==> src/rtl/apb_reg_bank.sv <==
// APB slave register bank: parametrised width and depth, byte-lane write
// strobes, programmable wait states and an error response for addresses
// outside the bank.
module apb_reg_bank #(
  parameter int unsigned DATA_WIDTH  = 32,
  parameter int unsigned DEPTH       = 24,
  parameter int unsigned ADDR_WIDTH  = $clog2(DEPTH) + 1,
  parameter logic [DATA_WIDTH-1:0] RESET_VAL = '0,
  parameter int unsigned WAIT_STATES = 0
) (
  input  logic                    clk,
  input  logic                    reset,
  input  logic [ADDR_WIDTH-1:0]   addr,
  input  logic                    wr,
  input  logic [DATA_WIDTH-1:0]   wdata,
  input  logic [DATA_WIDTH/8-1:0] strb,
  input  logic                    sel,
  input  logic                    enable,
  output logic                    ready,
  output logic [DATA_WIDTH-1:0]   rdata,
  output logic                    slverr
);

  localparam int unsigned NUM_LANES = DATA_WIDTH / 8;
  localparam int unsigned IDX_W     = (DEPTH > 1) ? $clog2(DEPTH) : 1;
  localparam int unsigned CNT_W     = 8;
  // Depth widened by one bit so the range compare never truncates.
  localparam logic [ADDR_WIDTH:0] DEPTH_A = (ADDR_WIDTH + 1)'(DEPTH);

  typedef enum logic [1:0] {
    S_IDLE   = 2'd0,
    S_WAIT   = 2'd1,
    S_ACCESS = 2'd2
  } state_t;

  state_t                  state_q, state_d;
  logic [CNT_W-1:0]        cnt_q, cnt_d;
  logic [DATA_WIDTH-1:0]   mem_q [DEPTH];
  logic [DATA_WIDTH-1:0]   mem_d [DEPTH];

  logic                    in_range;
  logic [IDX_W-1:0]        idx;
  logic                    in_access;
  logic                    commit_wr;

  // Address decode shared by the read path and the write path.
  always_comb begin
    in_range  = ({1'b0, addr} < DEPTH_A);
    idx       = IDX_W'(addr);
    in_access = (state_q == S_ACCESS);
    commit_wr = in_access && sel && enable && wr && in_range;
  end

  // Next-state and wait-counter logic.
  always_comb begin
    state_d = state_q;
    cnt_d   = cnt_q;
    unique case (state_q)
      S_IDLE: begin
        if (sel) begin
          if (WAIT_STATES == 0) begin
            state_d = S_ACCESS;
          end else begin
            state_d = S_WAIT;
            cnt_d   = CNT_W'(WAIT_STATES - 1);
          end
        end
      end
      S_WAIT: begin
        if (!sel) begin
          state_d = S_IDLE;
        end else if (cnt_q == '0) begin
          state_d = S_ACCESS;
        end else begin
          cnt_d = cnt_q - CNT_W'(1);
        end
      end
      S_ACCESS: begin
        // Holding sel with enable low keeps the bank in ACCESS.
        if (!sel || enable) begin
          state_d = S_IDLE;
        end
      end
      default: state_d = S_IDLE;
    endcase
  end

  // Byte-lane merge of write data into the addressed register.
  always_comb begin
    mem_d = mem_q;
    if (commit_wr) begin
      for (int i = 0; i < NUM_LANES; i++) begin
        if (strb[i]) begin
          mem_d[idx][8*i +: 8] = wdata[8*i +: 8];
        end
      end
    end
  end

  // Response outputs decoded from the current state and the live inputs.
  always_comb begin
    ready  = in_access;
    slverr = in_access && !in_range;
    rdata  = '0;
    if (in_access && !wr && in_range) begin
      rdata = mem_q[idx];
    end
  end

  // State, counter and register storage.
  always_ff @(posedge clk or posedge reset) begin
    if (reset) begin
      state_q <= S_IDLE;
      cnt_q   <= '0;
      for (int i = 0; i < DEPTH; i++) begin
        mem_q[i] <= RESET_VAL;
      end
    end else begin
      state_q <= state_d;
      cnt_q   <= cnt_d;
      for (int i = 0; i < DEPTH; i++) begin
        mem_q[i] <= mem_d[i];
      end
    end
  end

endmodule

==> config.mk <==
export PLATFORM = sky130hd
export DESIGN_NAME = apb_reg_bank
export DESIGN_NICKNAME = d
export VERILOG_FILES = /design/src/rtl/apb_reg_bank.sv
export SDC_FILE = /design/constraint.sdc
export NUM_CORES = 1
export LEC_CHECK = 0
export ABC_CLOCK_PERIOD_IN_PS = 21800
export BUFFER_PORTS_ARGS = -buffer_cell sky130_fd_sc_hd__buf_2
export CAP_MARGIN = 20
export CORE_MARGIN = 4
export CORE_UTILIZATION = 41
export CTS_BUF_LIST = sky130_fd_sc_hd__clkbuf_4 sky130_fd_sc_hd__clkbuf_8
export DETAILED_ROUTE_END_ITERATION = 7
export PLACE_DENSITY = 0.66
export SYNTH_ARGS = -nofsm -noshare
export SYNTH_HDL_FRONTEND = slang
export SYNTH_SLANG_ARGS = --single-unit
==> constraint.sdc <==
create_clock -name clk -period 21.8 [get_ports clk]
set_input_delay 1.09 -clock clk [delete_from_list [all_inputs] [get_ports clk]]
set_output_delay 1.09 -clock clk [all_outputs]
set_load 0.1 [all_outputs]
==> flow_metrics.py <==
metrics = {
    "synthesis": {
        "yosys.area.top_type": "dfrtp_1",
        "yosysMostFrequentCell": "dfrtp_1",
        "seq_area_frac_synth": 0.5453,
        "synthTopCellsByCount": "dfrtp_1 (769), mux2_2 (746), mux4_2 (160), clkbuf_1 (99), mux2i_1 (64)",
        "synth_area_sq_mm": 0.03529,
        "ys_ff_latch": 769,
        "netlist_instances": 2231,
        "synth_top_area_frac": 0.5453,
        "syn_nets": 2278,
        "avgSynthCellArea_sq_um": 15.82,
        "yosys_warnings": 0,
        "synthFlopType": "dfrtp_1",
        "ys_types": 45,
        "synth_area_leaders": "dfrtp_1 (55%), mux2_2 (24%), mux4_2 (10%)",
        "synth_edf_count": 0,
        "async_reset_ff_frac": 1.000,
    },
    "placed_design": {
        "numPortBuffers": 80,
        "dpl.cell_count": 3324,
        "dp_hpwl_mm": 54.68,
        "gp_congestion": 0.7746,
        "place_worst_setup_slack_ns": 15.66,
    },
    "clock_network": {
        "cts_buffer_depth": 3,
        "cts_max_level": 4,
        "root_buffer": "clkbuf_8",
        "cts_buffers": 133,
        "clkLatencyLatePin_ns": 0.77,
        "cts_sinks": 769,
        "cts_tree": "yes",
        "cts_resized": 0,
        "post_cts_buffers": 0,
        "cts.clk_slew.worst_paths_ns": 0.05,
        "cts_hold_buf": 0,
    },
    "sta": {
        "rsz0062_at_grt": "false",
        "fin_setup_tns_ns": 0,
        "finClkSkew_ns": 0.02145,
        "layout_setup_ws_ns": 16.04,
        "fin_crit_ns": 5.756,
        "fin_crit_sh": 0.2640,
        "timing.fmax_mhz": 173.7,
        "setup_violations": 0,
        "tightest_slew_ns": 1.109,
        "maxSlewViolCount": 0,
        "hold_viol": 0,
        "relSlewSlack": 0.2584,
    },
    "setup_path": {
        "crit_arrival_ns": 4.67,
        "r2r_setup_slack_ns": 18.60,
        "crit_top_cell": "buf_4",
        "path_cells": "buf_8 > buf_4 > buf_16 > buf_4 > mux4_2 > a22o_1 > a211oi_1 > a21oi_1 > buf_2",
        "cp-end-kind": "primary output",
        "path_max_fanout": 47,
        "path_class": "in2out",
        "cp_num_buf_inv": 5,
        "required_ns": 20.71,
        "start_kind": "input pin",
        "cpLargestDelayFamily": "buffers and inverters",
        "cpPeakStageDelay_ns": 0.77,
        "slowest_stage": "buf_4",
    },
    "layout": {
        "layout.nets": 2365,
        "utilization": 0.4634,
        "multi_input_area_sq_mm": 0.01538,
        "drive_above_1_share": 0.5587,
        "seq_area_sq_mm": 0.01924,
        "final_cells": 3556,
        "fill_cells": 7355,
        "area_delta_synth_final_pct": 12.00,
    },
    "global_routing": {
        "grtUsageMet1": 0.2711,
        "grt_remaining_overflow": 0,
        "grt_usage": 0.2007,
        "antenna_found_initial": 10,
        "grt_pass1_vias": 22090,
        "grt_max_degree": 193,
        "grtUsageMet2": 0.3147,
        "use_met3": 0.05392,
        "grt_pass1_wl_mm": 138.4,
        "top_usage_layer": "met2",
    },
    "floorplanning": {
        "num_io_pins": 81,
        "die_width_microns": 301.4,
        "core-area_sq_mm": 0.08528,
        "fp.dieH_microns": 301.4,
        "die_area_sq_mm": 0.09082,
        "floorplan.initialDensity": 0.4138,
        "std_cell_rows": 107,
    },
    "drt": {
        "antenna_left": 0,
        "drt_wl_total_mm": 89.09,
        "dr.first_iter.drc_count": 1239,
        "vias": 20340,
        "first_pass_iters": 5,
        "wire_per_inst_microns": 25.05,
        "routed_via_density": 5.720,
        "drc_errors": 0,
    },
    "outcome": {
        "status": "finished clean",
    },
    "run": {
        "cap_violations": 0,
    },
    "pwr": {
        "peakVddDrop_mv": 0.04160,
        "power_density_mw_per_mm2": 73.98,
        "leakage_nw": 18.77,
    },
    "hold_path": {
        "min_path_type": "reg2reg",
    },
}
[where the power goes]
part	switching [mW]	internal, mW	total [mW]
combinational	0.0994	0.0408	0.140
sequential	0.00692	1.44	1.45
clock	0.586	0.748	1.33
total	0.693	2.23	2.92
[metrics by stage]
stage	cell area (sq um)	total power [mW]	hold slack (ns)
after floorplan	35290	1.573	0.4524
after global placement	36710	1.609	0.4636
after detailed placement	36710	1.615	0.4739
after CTS	39430	2.960	0.4462
after global routing	39520	3.041	0.4864
final	39520	2.924	0.4824
[placed cells by master, fill, tap and decap left out, drive strengths merged]
cell type	synthesis	final
dfrtp	769	769
o22ai	32	32
and2b	2	2
and3b	2	2
nand4bb	1	1
nand2b	2	2
mux2i	64	64
inv	1	6
a22o	2	2
a31oi	30	30
a22oi	62	62
nor2b	4	4
clkbuf	99	202
mux2	768	768
a211oi	2	2
and3	5	5
nand2	22	22
nor2	75	75
and4	1	1
nor3b	4	4
mux4	160	160
a21boi	1	1
a21oi	34	34
nand3b	1	1
nor3	5	5
clkinvlp	0	8
bufinv	0	1
clkinv	0	10
nand3	11	11
and2	4	4
nand4	8	8
diode	0	3
buf	59	110
or4b	1	1
[per-layer routing]
metal	vias up	part of all wire	wire length (microns)
met4	6	0.029	2628
met1	11050	0.43	38610
met2	542	0.47	42240
li1	8580	-	-
met3	167	0.062	5567
met5	-	0.00049	44
[worst paths after layout]
path,start,endpoint,cells past startpoint
max,addr[0],rdata[30],9
min,mem_q[221],mem_q[221],1
max reg2reg,state_q[1],mem_q[176],5
min reg2reg,mem_q[221],mem_q[221],1
max in group asynchronous,reset,mem_q[582],6
min in group asynchronous,reset,mem_q[402],2
[sequential cells by signal, indices dropped and copies added (netlist names)]
register	flops
state_q	1
mem_q	768
[worst reg2reg max path, delay by kind of cell, from the launching register on]
family | cells | cell delay, ns
simple gates | 3 | 1.94
flops | 1 | 0.38
mux | 1 | 0.41
buf+inv | 1 | 0.34
[cells by family (layout without fill, tap and decap cells)]
group / after synthesis / after routing / synth area share
flops: 769 / 769 / 0.5453
compound gates: 163 / 163 / 0.03025
simple gates: 148 / 148 / 0.03939
buf+inv: 159 / 337 / 0.01968
other cells: 0 / 3 / 0
mux: 992 / 992 / 0.3654
[area by class of cell]
type | count | area share
clock inverters | 24 | 0.005382
repair buffers | 110 | 0.01849
diodes | 3 | 0.0001900
flip-flops and latches | 769 | 0.4869
multi-input cells | 1303 | 0.3891
clock buffers | 202 | 0.06354
inverters | 1 | 0.0001900
well taps | 1144 | 0.03622
Power figures use the tool's default switching activity.
